--- config.mk ---
export PLATFORM = sky130hd
export DESIGN_NAME = load_store_unit
export DESIGN_NICKNAME = d
export VERILOG_FILES = /design/src/rtl/load_store_unit.sv
export SDC_FILE = /design/constraint.sdc
export NUM_CORES = 1
export LEC_CHECK = 0
export BUFFER_PORTS_ARGS = -buffer_cell sky130_fd_sc_hd__buf_2
export CAP_MARGIN = 10
export CORE_UTILIZATION = 44
export DETAILED_ROUTE_END_ITERATION = 8
export PLACE_DENSITY_LB_ADDON = 0.05
export SETUP_SLACK_MARGIN = 0.2
export SLEW_MARGIN = 10
export SYNTH_ARGS = -nofsm -noshare
export SYNTH_HDL_FRONTEND = slang
export SYNTH_SLANG_ARGS = --single-unit
--- constraint.sdc ---
create_clock -name clk -period 2.1 [get_ports clk]
set_clock_uncertainty 0.05 [all_clocks]
set_input_delay 0.105 -clock clk [delete_from_list [all_inputs] [get_ports clk]]
set_output_delay 0.105 -clock clk [all_outputs]
set_load 0.005 [all_outputs]
--- src/rtl/load_store_unit.sv ---
// RV32I load/store unit: checks and aligns a core memory access, runs it over a
// request/grant/response bus and stalls the core until the access completes.
module load_store_unit #(
    parameter int unsigned TIMEOUT_CYCLES = 16
) (
    input  logic        clk,
    input  logic        reset,
    input  logic        lsu_valid,
    input  logic        lsu_we,
    input  logic [2:0]  lsu_funct3,
    input  logic [31:0] lsu_addr,
    input  logic [31:0] lsu_wdata,
    output logic        lsu_busy,
    output logic        lsu_done,
    output logic [31:0] lsu_rdata,
    output logic        lsu_err,
    output logic        mem_req,
    output logic        mem_we,
    output logic [3:0]  mem_be,
    output logic [31:0] mem_addr,
    output logic [31:0] mem_wdata,
    input  logic        mem_gnt,
    input  logic        mem_rvalid,
    input  logic [31:0] mem_rdata
);

    localparam int unsigned CNT_W = (TIMEOUT_CYCLES > 2) ? $clog2(TIMEOUT_CYCLES) : 1;
    localparam logic [CNT_W-1:0] CNT_LAST = CNT_W'(TIMEOUT_CYCLES - 1);

    typedef enum logic [1:0] {
        S_IDLE = 2'd0,
        S_REQ  = 2'd1,
        S_RESP = 2'd2,
        S_DONE = 2'd3
    } state_t;

    state_t            r_state;
    state_t            w_state_nxt;
    logic [CNT_W-1:0]  r_cnt;
    logic [CNT_W-1:0]  w_cnt_nxt;
    logic [CNT_W-1:0]  w_cnt_inc;
    logic              w_cnt_last;
    logic [2:0]        r_funct3;
    logic [2:0]        w_funct3_nxt;
    logic [1:0]        r_off;
    logic [1:0]        w_off_nxt;
    logic              w_we_nxt;
    logic [31:0]       w_addr_nxt;
    logic [3:0]        w_be_nxt;
    logic [31:0]       w_wdata_nxt;
    logic [31:0]       w_rdata_nxt;
    logic              w_err_nxt;

    logic              w_illegal;
    logic              w_misalign;
    logic [3:0]        w_req_be;
    logic [31:0]       w_req_wdata;
    logic [31:0]       w_shifted;
    logic [31:0]       w_load_data;

    assign lsu_busy   = ((r_state == S_IDLE) && lsu_valid) || (r_state == S_REQ) || (r_state == S_RESP);
    assign w_cnt_last = (r_cnt == CNT_LAST);
    // Saturates so a grant in the last budget cycle cannot wrap into a fresh budget
    assign w_cnt_inc  = w_cnt_last ? r_cnt : r_cnt + CNT_W'(1);

    // Request check and byte-lane steering for the incoming access
    always_comb begin
        w_illegal = 1'b0;
        if (lsu_we) begin
            w_illegal = lsu_funct3[2] || (lsu_funct3[1:0] == 2'b11);
        end else begin
            w_illegal = (lsu_funct3 == 3'b011) || (lsu_funct3 == 3'b110) || (lsu_funct3 == 3'b111);
        end
        w_misalign = ((lsu_funct3[1:0] == 2'b01) && lsu_addr[0])
                  || ((lsu_funct3[1:0] == 2'b10) && (lsu_addr[1:0] != 2'b00));
        case (lsu_funct3[1:0])
            2'b00: begin
                w_req_be    = 4'(4'b0001 << lsu_addr[1:0]);
                w_req_wdata = {4{lsu_wdata[7:0]}};
            end
            2'b01: begin
                w_req_be    = 4'(4'b0011 << lsu_addr[1:0]);
                w_req_wdata = {2{lsu_wdata[15:0]}};
            end
            default: begin
                w_req_be    = 4'b1111;
                w_req_wdata = lsu_wdata;
            end
        endcase
    end

    // Load data alignment and extension
    always_comb begin
        w_shifted = mem_rdata >> {r_off, 3'b000};
        case (r_funct3)
            3'b000:  w_load_data = {{24{w_shifted[7]}}, w_shifted[7:0]};
            3'b100:  w_load_data = {24'h000000, w_shifted[7:0]};
            3'b001:  w_load_data = {{16{w_shifted[15]}}, w_shifted[15:0]};
            3'b101:  w_load_data = {16'h0000, w_shifted[15:0]};
            default: w_load_data = w_shifted;
        endcase
    end

    always_comb begin
        w_state_nxt  = r_state;
        w_cnt_nxt    = r_cnt;
        w_we_nxt     = mem_we;
        w_funct3_nxt = r_funct3;
        w_off_nxt    = r_off;
        w_addr_nxt   = mem_addr;
        w_be_nxt     = mem_be;
        w_wdata_nxt  = mem_wdata;
        w_rdata_nxt  = lsu_rdata;
        w_err_nxt    = 1'b0;
        case (r_state)
            S_IDLE: begin
                if (lsu_valid) begin
                    if (w_illegal || w_misalign) begin
                        w_state_nxt = S_DONE;
                        w_err_nxt   = 1'b1;
                        w_rdata_nxt = '0;
                    end else begin
                        w_state_nxt  = S_REQ;
                        w_cnt_nxt    = '0;
                        w_we_nxt     = lsu_we;
                        w_funct3_nxt = lsu_funct3;
                        w_off_nxt    = lsu_addr[1:0];
                        w_addr_nxt   = {lsu_addr[31:2], 2'b00};
                        w_be_nxt     = w_req_be;
                        w_wdata_nxt  = w_req_wdata;
                    end
                end
            end
            S_REQ: begin
                if (mem_gnt) begin
                    w_state_nxt = S_RESP;
                    w_cnt_nxt   = w_cnt_inc;
                end else if (w_cnt_last) begin
                    w_state_nxt = S_DONE;
                    w_err_nxt   = 1'b1;
                    w_rdata_nxt = '0;
                end else begin
                    w_cnt_nxt = w_cnt_inc;
                end
            end
            S_RESP: begin
                if (mem_rvalid) begin
                    w_state_nxt = S_DONE;
                    w_rdata_nxt = mem_we ? 32'h0 : w_load_data;
                end else if (w_cnt_last) begin
                    w_state_nxt = S_DONE;
                    w_err_nxt   = 1'b1;
                    w_rdata_nxt = '0;
                end else begin
                    w_cnt_nxt = w_cnt_inc;
                end
            end
            S_DONE: begin
                w_state_nxt = S_IDLE;
            end
            default: begin
                w_state_nxt = S_IDLE;
            end
        endcase
    end

    always_ff @(posedge clk) begin
        if (reset) begin
            r_state   <= S_IDLE;
            r_cnt     <= '0;
            r_funct3  <= '0;
            r_off     <= '0;
            mem_req   <= 1'b0;
            mem_we    <= 1'b0;
            mem_be    <= '0;
            mem_addr  <= '0;
            mem_wdata <= '0;
            lsu_done  <= 1'b0;
            lsu_err   <= 1'b0;
            lsu_rdata <= '0;
        end else begin
            r_state   <= w_state_nxt;
            r_cnt     <= w_cnt_nxt;
            r_funct3  <= w_funct3_nxt;
            r_off     <= w_off_nxt;
            mem_req   <= (w_state_nxt == S_REQ);
            mem_we    <= w_we_nxt;
            mem_be    <= w_be_nxt;
            mem_addr  <= w_addr_nxt;
            mem_wdata <= w_wdata_nxt;
            lsu_done  <= (w_state_nxt == S_DONE);
            lsu_err   <= w_err_nxt;
            lsu_rdata <= w_rdata_nxt;
        end
    end

endmodule

==> key figures, run 1 <==
Global route
  • Number of global-route vias before repair: 5084
  • Antenna violations before repair: 0
  • Gr ovfl total: 0
  • Gr usage total: 26.9%
  • First-pass GRT wire length: 24.8 mm
  • Largest net degree at the start of global routing: 53

Synth
  • Xor/xnor cell area share of the yosys netlist: 0%
  • Synthesis Warnings: 0
  • Sequential fraction of the synthesis area: 44.7%
  • Post-Synth Simple-Gate Area: 17.9%
  • Average size of a mapped cell: 8.44 µm²
  • Async SR Flop Fraction: 0%
  • Top_reg_cell synth: dfxtp_1
  • Mux contribution to synthesized area: 6.98%
  • Synth unique cells: 48
  • Largest family of logic cells by synthesized area: compound AO/OA/AOI/OAI gates
  • Compound-Gate Fraction of Synth Area: 24.0%
  • Synth Area in Adders: 1.48%
  • Flop and latch count out of synthesis: 113
  • Syn Inst Count: 599
  • EDFF count, synth: 0
  • Synth Cell Area: 5060 µm²

Clocking
  • CTS tree: yes
  • Num CTS Buffers: 17
  • Max Buffers Root-to-Sink: 2
  • Clk sinks: 113
  • Worst-path clk slew: 0.05 ns
  • Clk Latency, worst-skew pair: 0.41 ns
  • H-tree depth: 4
  • Clock Tree Root: clkbuf_16

Power and ir drop
  • Combinational share of power: 24.7%
  • Pwr dens: 983 nW/µm²
  • Power Internal: 0.00535 W
  • Sw Pwr: 0.00214 W
  • Total power: 0.00749 W
  • Seq pwr share: 33.4%
  • Cell leakage power: 3.34 nW
  • Clock Power Share: 41.9%
  • IR drop worst, VDD: 0.780 mV
  • Sw frac: 28.5%

Detailed routing
  • Total iterations of the first detailed-routing run: 5
  • # DRC: 0
  • Vias: 5450
  • Post-Route WL: 16.0 mm
  • Vias/cell: 5.40
  • Routed Antenna Nets: 0
  • Post-DR wirelength/cell: 15.8 µm
  • Initial DRC Count: 422

Setup path
  • Crit end category: flip-flop
  • Data required, critical path: 2.39 ns
  • Critical path startpoint category: flip-flop
  • R2R cell count: 6
  • Critical Path Source: r_state[0]
  • Max incr delay on CP: 0.51 ns
  • Critical path type: reg -> reg
  • Crit path buffers/inverters: 1
  • Delay-heaviest family, CP: simple AND/OR/NAND/NOR gates
  • Crit path cell chain: inv_2 -> ha_4 -> and2_4 -> or4_4 -> or3_4 -> a21oi_2
  • Crit path max fanout: 6
  • R2R Path End: r_cnt[0]
  • Launching point of the worst reg2reg path: r_state[0]
  • Worst reg-to-reg setup slack: 0.25 ns
  • Arrival time at the worst endpoint: 2.14 ns
  • Slowest-stage cell, CP: or4_4

Placed design
  • Dpl cell area: 6220 µm²
  • Dpl ws: 0.0520 ns
  • PortBufs: 207
  • Dpl cells: 911
  • RD Place Congestion: 0.925
  • HPWL after detailed placement: 10.2 mm

Timing
  • Count of final setup violators: 0
  • Setup ws final: 0.250 ns
  • Final hold violation count: 0
  • Max Fclk: 540 MHz
  • Worst Tran Pin Value: 0.719 ns
  • Min Tclk post-route: 1.85 ns
  • Slew Limit Fails: 0
  • RSZ-0062 raised after global routing: false
  • Setup_tns: 0 ns
  • Period utilization: 88.1%
  • Slew headroom: 51.4%

Layout
  • # diodes: 0
  • Final std cells w/o fill: 1009
  • Fin nets: 967
  • Layout cells sized above 1: 31.6%
  • Area Overhead vs Synth: 50.6%
  • Fin area: 7610 µm²
  • Most frequent cells in the layout: 207 x buf_2, 138 x nand2_1, 111 x dfxtp_1
  • Commonest non-fill, non-tap cell in the layout: buf_2
  • Filler cells: 858

Worst hold path
  • Hold depth: 3
  • Hold Path Sink: mem_wdata[16]
  • Hold crit path type: in -> reg
  • Worst Min Path Start: lsu_wdata[16]

Die
  • Core footprint: 11000 µm²
  • DIE AREA: 11900 µm²
  • Initial Util: 45.8%
  • Ports: 210
  • Die Ht: 109 µm
  • Row cnt: 38
  • Chip Width: 109 µm

Run
  • Max-cap viol count: 0

Run status
  • Status: finished clean
## sequential cells by signal, summed over array words and instances, names as in the netlist
signal,count
r_cnt,4
mem_req,1
mem_we,1
r_off,2
lsu_done,1
r_state,2
mem_be,4
r_funct3,3
mem_addr,30
mem_wdata,32
lsu_rdata,32
lsu_err,1
## worst register-to-register path, stage by stage, from the launching register on
cell	delay (ns)
dfxtp_4	0.35
inv_2	0.07
ha_4	0.18
and2_4	0.17
or4_4	0.51
or3_4	0.34
a21oi_2	0.13
## synthesized netlist by cell type (3+ instances only)
cell type | n | area, µm²
a21oi_1 | 64 | 320
nor2b_1 | 11 | 68.8
ha_1 | 6 | 75.1
mux2i_1 | 33 | 330
clkbuf_1 | 23 | 86.3
a22o_1 | 9 | 78.8
a31oi_1 | 3 | 18.8
nand2_1 | 138 | 518
dfxtp_1 | 113 | 2260
buf_4 | 4 | 30.0
and3_1 | 5 | 31.3
nor2_1 | 31 | 116
a32o_1 | 23 | 230
a211o_1 | 7 | 61.3
nand2b_1 | 3 | 18.8
a211oi_1 | 11 | 82.6
inv_1 | 4 | 15.0
nor3_1 | 9 | 45.0
o211ai_1 | 10 | 75.1
o21ai_0 | 28 | 140
buf_1 | 9 | 33.8
a311oi_1 | 9 | 78.8
buf_2 | 15 | 75.1
## power by group through the flow
stage	clock (W)	combinational, W	sequential (W)
after floorplan	0	0.000988	0.00252
after global placement	0	0.00156	0.00251
after detailed placement	0	0.00159	0.00252
after CTS	0.00317	0.00175	0.00250
after global routing	0.00328	0.00204	0.00252
final	0.00314	0.00185	0.00250
## worst max-delay path by stage
| stage | endpoint | slack [ns] | depth (start not counted) |
|---|---|---|---|
| after global routing | lsu_rdata[20] | 0.20 | 4 |
| final | r_cnt[0] | 0.25 | 6 |
| after global placement | r_cnt[0] | 0.13 | 6 |
| after floorplan | r_cnt[0] | 0.20 | 6 |
| after CTS | r_cnt[0] | 0.21 | 6 |
| after detailed placement | r_cnt[0] | 0.05 | 6 |
## through the flow
step,hold WS [ns],utilization (%)
6_report,0.0247,69.0
3_5_place_dp,0.302,56.4
2_1_floorplan,0.191,-
3_3_place_gp,0.295,56.4
4_1_cts,0.00294,68.5
5_1_grt,0.0167,69.0
## per-layer routing
| metal | up-vias | track usage (%) | part of all wire [%] |
|---|---|---|---|
| li1 | 2655 | - | - |
| met1 | 2543 | 33.2 | 42 |
| met2 | 229 | 43.2 | 49 |
| met3 | 23 | 9.32 | 8.2 |
| met4 | 0 | 9.81 | 1.7 |
| met5 | - | 0 | 0 |
## logic make-up after synthesis
family,count (synthesis)
simple gates,211
compound gates,178
flops,113
buf+inv,56
mux,34
fa+ha+maj,6
other cells,1
## layout make-up
| cell class | count | area, µm² | share of cell area, % |
|---|---|---|---|
| clock buffers | 24 | 502 | 6.59 |
| clock inverters | 8 | 149 | 1.96 |
| inverters | 5 | 18.8 | 0.246 |
| multi-input cells | 431 | 2630 | 34.5 |
| flip-flops and latches | 113 | 2270 | 29.8 |
| well taps | 140 | 175 | 2.30 |
| repair buffers | 288 | 1870 | 24.6 |
## repair_timing
item / CTS / global route
hold endpoints to repair: 65 / 0
cloned: 0 / 0
endpoints found under the setup margin: 33 / 45
hold buffers: 65 / 0
pin swaps: 0 / 2
buffers inserted: 0 / 1
gates resized for setup: 12 / 11
Power figures use the tool's default switching activity.
==> run 2: changes to the inputs <==
--- a/config.mk
+++ b/config.mk
@@ -9,9 +9,11 @@
 export CAP_MARGIN = 10
 export CORE_UTILIZATION = 44
 export DETAILED_ROUTE_END_ITERATION = 8
+export MAX_ROUTING_LAYER = met4
 export PLACE_DENSITY_LB_ADDON = 0.05
 export SETUP_SLACK_MARGIN = 0.2
 export SLEW_MARGIN = 10
 export SYNTH_ARGS = -nofsm -noshare
 export SYNTH_HDL_FRONTEND = slang
 export SYNTH_SLANG_ARGS = --single-unit
+export TNS_END_PERCENT = 20
==> key figures, run 2 (synthesized netlist as in run 1, its figures left out) <==
Worst hold path
  • Hold crit path type: in -> reg
  • Hold depth: 3

Detailed routing
  • Vias: 5427
  • Post-DR wirelength/cell: 15.8 µm
  • Initial DRC Count: 508
  • Total iterations of the first detailed-routing run: 5
  • Post-Route WL: 16.0 mm
  • Vias/cell: 5.38
  • # DRC: 0
  • Routed Antenna Nets: 0

Clocking
  • CTS tree: yes
  • Clock Tree Root: clkbuf_16
  • Worst-path clk slew: 0.05 ns
  • Max Buffers Root-to-Sink: 2
  • Clk sinks: 113
  • H-tree depth: 4
  • Num CTS Buffers: 17
  • Clk Latency, worst-skew pair: 0.41 ns

Setup path
  • Critical path type: reg -> reg
  • Critical path startpoint category: flip-flop
  • Crit path max fanout: 5
  • Data required, critical path: 2.39 ns
  • Crit end category: flip-flop
  • Arrival time at the worst endpoint: 2.19 ns
  • R2R cell count: 6

Placed design
  • Dpl ws: 0.0520 ns
  • Dpl cells: 911
  • RD Place Congestion: 0.942
  • PortBufs: 207
  • HPWL after detailed placement: 10.2 mm

Power and ir drop
  • Pwr dens: 979 nW/µm²
  • IR drop worst, VDD: 0.773 mV
  • Cell leakage power: 3.33 nW

Global route
  • Number of global-route vias before repair: 5105
  • Gr ovfl total: 0
  • Antenna violations before repair: 0
  • Largest net degree at the start of global routing: 53
  • First-pass GRT wire length: 24.6 mm
  • Gr usage total: 27.6%

Die
  • Ports: 210
  • Core footprint: 11000 µm²
  • Initial Util: 45.8%
  • Row cnt: 38
  • DIE AREA: 11900 µm²
  • Chip Width: 109 µm
  • Die Ht: 109 µm

Layout
  • Commonest non-fill, non-tap cell in the layout: buf_2
  • Area Overhead vs Synth: 50.1%
  • Fin nets: 966
  • Filler cells: 856
  • Biggest regs: lsu_rdata x32, mem_wdata x32, mem_addr x30
  • Post-layout util: 68.8%
  • Final std cells w/o fill: 1008
  • # diodes: 0
  • Most frequent cells in the layout: 207 x buf_2, 138 x nand2_1, 111 x dfxtp_1
  • Layout cells sized above 1: 31.5%

Timing
  • Min Tclk post-route: 1.90 ns
  • Setup_tns: 0 ns
  • Slew Limit Fails: 0
  • RSZ-0062 raised after global routing: true
  • Hold Slack: 0.0210 ns
  • Max Fclk: 527 MHz
  • Slew headroom: 55.0%
  • Count of final setup violators: 0
  • Setup ws final: 0.201 ns
  • Worst Tran Pin Value: 0.666 ns
  • Period utilization: 90.4%
  • Final hold violation count: 0

Run status
  • Status: finished clean

Run
  • Max-cap viol count: 0
==> run 2: cell types whose count changed in the layout (fill, tap and decap cells not counted) <==
cell    before  now
buf_12       5    4
buf_4       10    9
buf_6        1    2
ha_2         0    1
ha_4         2    1
inv_1        2    3
inv_2        2    1
==> run 2: path summary, 6_finish.rpt <==
path / start / end / slack, ns
min: lsu_wdata[16] / mem_wdata[16] / 0.02
max: r_state[1] / r_cnt[0] / 0.20
max reg2reg: r_state[1] / r_cnt[0] / 0.20
min reg2reg: mem_addr[26] / mem_addr[26] / 0.40
==> run 2: critical path, cell delays in order (launching register included) <==
cell     delay (ns)
dfxtp_4        0.37
inv_1          0.08
ha_2           0.20
nor2b_1        0.17
or4_4          0.49
or3_4          0.34
a21oi_2        0.14
==> run 2: cell type report <==
type / count / area [µm²] / share of cell area, %
inverter: 5 / 18.8 / 0.247
tap: 140 / 175 / 2.31
clock inverter: 8 / 149 / 1.96
timing repair buffer: 287 / 1860 / 24.5
multi-input combinational: 431 / 2620 / 34.5
clock buffer: 24 / 502 / 6.61
sequential: 113 / 2270 / 29.9
==> run 2: where the power goes <==
| group | total, W | internal, W | switching (W) |
|---|---|---|---|
| Combinational | 0.00179 | 0.000804 | 0.000991 |
| Clock | 0.00313 | 0.00214 | 0.000989 |
| Sequential | 0.00250 | 0.00237 | 0.000132 |
==> run 2: what timing repair did <==
item	in CTS	in global routing
gates resized for setup	11	8
buffers inserted	0	0
gates cloned	0	0
endpoints found under the setup margin	33	45
endpoints found under the hold margin	65	0
hold buffers	65	0
==> run 2: per-stage QoR <==
step	total power (W)	instance area (µm²)
6_report	0.00743	7590
4_1_cts	0.00742	7550
3_3_place_gp	0.00407	6220
3_5_place_dp	0.00412	6220
5_1_grt	0.00778	7590
2_1_floorplan	0.00351	5060
==> run 2: metal layers <==
layer / vias up / global-route usage [%] / wire length (µm)
li1: 2654 / - / -
met1: 2528 / 33.5 / 6770
met2: 218 / 43.1 / 7720
met3: 27 / 8.49 / 1180
met4: 0 / 10.1 / 297
met5: - / - / 0
==> run 3: changes to the inputs <==
--- a/config.mk
+++ b/config.mk
@@ -10,7 +10,7 @@
 export CORE_UTILIZATION = 44
 export DETAILED_ROUTE_END_ITERATION = 8
 export MAX_ROUTING_LAYER = met4
-export PLACE_DENSITY_LB_ADDON = 0.05
+export PLACE_DENSITY = 0.77
 export SETUP_SLACK_MARGIN = 0.2
 export SLEW_MARGIN = 10
 export SYNTH_ARGS = -nofsm -noshare
==> key figures, run 3 (synthesized netlist as in run 1, its figures left out) <==
Global route
  • Antenna violations before repair: 0
  • Gr ovfl total: 0
  • First-pass GRT wire length: 25.9 mm
  • Largest net degree at the start of global routing: 70
  • Gr usage total: 29.3%
  • Number of global-route vias before repair: 5442

Detailed routing
  • Vias: 5723
  • Initial DRC Count: 395
  • Post-DR wirelength/cell: 17.2 µm
  • # DRC: 0
  • Total iterations of the first detailed-routing run: 5
  • Vias/cell: 5.64
  • Routed Antenna Nets: 0
  • Post-Route WL: 17.5 mm

Setup path
  • Worst reg-to-reg setup slack: 0.19 ns
  • Crit path cell chain: buf_4 -> ha_1 -> or4_4 -> or3_4 -> a21oi_2
  • R2R Path End: r_cnt[0]
  • Crit end category: flip-flop
  • Slowest-stage cell, CP: or4_4
  • Critical path type: reg -> reg
  • Max incr delay on CP: 0.58 ns
  • R2R cell count: 5
  • Data required, critical path: 2.40 ns
  • Crit path max fanout: 4
  • Arrival time at the worst endpoint: 2.21 ns
  • Critical path startpoint category: flip-flop
  • Launching point of the worst reg2reg path: r_state[0]

Die
  • Row cnt: 38
  • Die Ht: 109 µm
  • Initial Util: 45.8%
  • Core footprint: 11000 µm²
  • DIE AREA: 11900 µm²
  • Chip Width: 109 µm
  • Ports: 210

Clocking
  • Worst-path clk slew: 0.05 ns
  • Num CTS Buffers: 17
  • CTS tree: yes
  • Max Buffers Root-to-Sink: 2
  • Clk sinks: 113
  • Clk Latency, worst-skew pair: 0.41 ns
  • Clock Tree Root: clkbuf_16
  • H-tree depth: 4

Power and ir drop
  • Cell leakage power: 3.40 nW
  • IR drop worst, VDD: 0.708 mV
  • Pwr dens: 997 nW/µm²

Layout
  • Commonest non-fill, non-tap cell in the layout: buf_2
  • Layout cells sized above 1: 31.9%
  • Biggest regs: lsu_rdata x32, mem_wdata x32, mem_addr x30
  • Filler cells: 796
  • Fin nets: 973
  • # diodes: 0
  • Area Overhead vs Synth: 52.7%
  • Final std cells w/o fill: 1015
  • Most frequent cells in the layout: 207 x buf_2, 138 x nand2_1, 111 x dfxtp_1

Placed design
  • HPWL after detailed placement: 10.5 mm
  • Dpl cells: 913
  • RD Place Congestion: 0.886
  • PortBufs: 207

Worst hold path
  • Hold crit path type: in -> reg
  • Hold depth: 3
  • Hold Path Sink: mem_wdata[18]
  • Worst Min Path Start: lsu_wdata[18]

Timing
  • Max Fclk: 525 MHz
  • Slew headroom: 52.3%
  • Setup_tns: 0 ns
  • Final hold violation count: 0
  • Worst Tran Pin Value: 0.716 ns
  • Min Tclk post-route: 1.91 ns
  • Count of final setup violators: 0
  • Hold Slack: 0.0224 ns
  • Period utilization: 90.7%
  • RSZ-0062 raised after global routing: true
  • Slew Limit Fails: 0

Run
  • Max-cap viol count: 0

Run status
  • Status: finished clean
-- run 3: final cells by class --
cell class              instances  area, µm²  area share [%]
well taps                     140        175            2.27
flip-flops and latches        113       2270            29.4
clock buffers                  20        447            5.79
clock inverters                12        188            2.43
inverters                       5       21.3           0.276
multi-input cells             431       2660            34.4
repair buffers                294       1970            25.5
-- run 3: power breakdown --
part           leakage (nW)  internal, W  switching (W)
clock network         0.313      0.00212       0.000973
logic                  2.17     0.000973        0.00113
registers             0.918      0.00237       0.000135
-- run 3: per-stage QoR --
| step | power [W] | instance area, µm² | util (%) | worst slack, ns |
|---|---|---|---|---|
| detailed placement | 0.00413 | 6220 | 56.4 | 0.108 |
| global placement | 0.00406 | 6220 | 56.4 | 0.170 |
| finish | 0.00769 | 7720 | 70.0 | 0.194 |
| floorplan | 0.00351 | 5060 | - | 0.201 |
| global route | 0.00802 | 7720 | 70.0 | 0.150 |
| CTS | 0.00732 | 7510 | 68.1 | 0.129 |
-- run 3: critical path, delay by kind of cell, from the launching register on --
family                   cells  cell delay, ns
AO/OA/AOI/OAI                1            0.13
adder cells (fa/ha/maj)      1            0.28
buffers and inverters        1            0.15
flip-flops                   1            0.31
AND/OR/NAND/NOR              2            0.93
-- run 3: how the worst max path moves through the flow --
| stage | startpoint | to | slack, ns | depth (start not counted) |
|---|---|---|---|---|
| global route | r_state[0] | r_cnt[0] | 0.15 | 5 |
| finish | r_state[0] | r_cnt[0] | 0.19 | 5 |
| CTS | r_state[0] | lsu_rdata[28] | 0.13 | 7 |
| global placement | r_state[1] | lsu_rdata[8] | 0.17 | 7 |
| detailed placement | r_state[1] | lsu_rdata[12] | 0.11 | 7 |
| floorplan | r_state[0] | r_cnt[0] | 0.20 | 6 |
-- run 3: layer usage --
metal | track usage (%) | vias to the layer above | share of wire (%)
li1 | - | 2669 | -
met3 | 7.35 | 51 | 8.2
met1 | 31.5 | 2688 | 39
met2 | 50.2 | 315 | 50
met5 | - | - | 0
met4 | 14.6 | 0 | 2.9
-- run 3: what timing repair did --
| action | 4_1_cts | 5_1_grt |
|---|---|---|
| pin swaps | 0 | 3 |
| gates resized for setup | 1 | 29 |
| setup buffers | 0 | 2 |
| setup endpoints to repair | 33 | 106 |
| cloned | 0 | 3 |
| hold buffers | 65 | 0 |
| endpoints found under the hold margin | 64 | 0 |
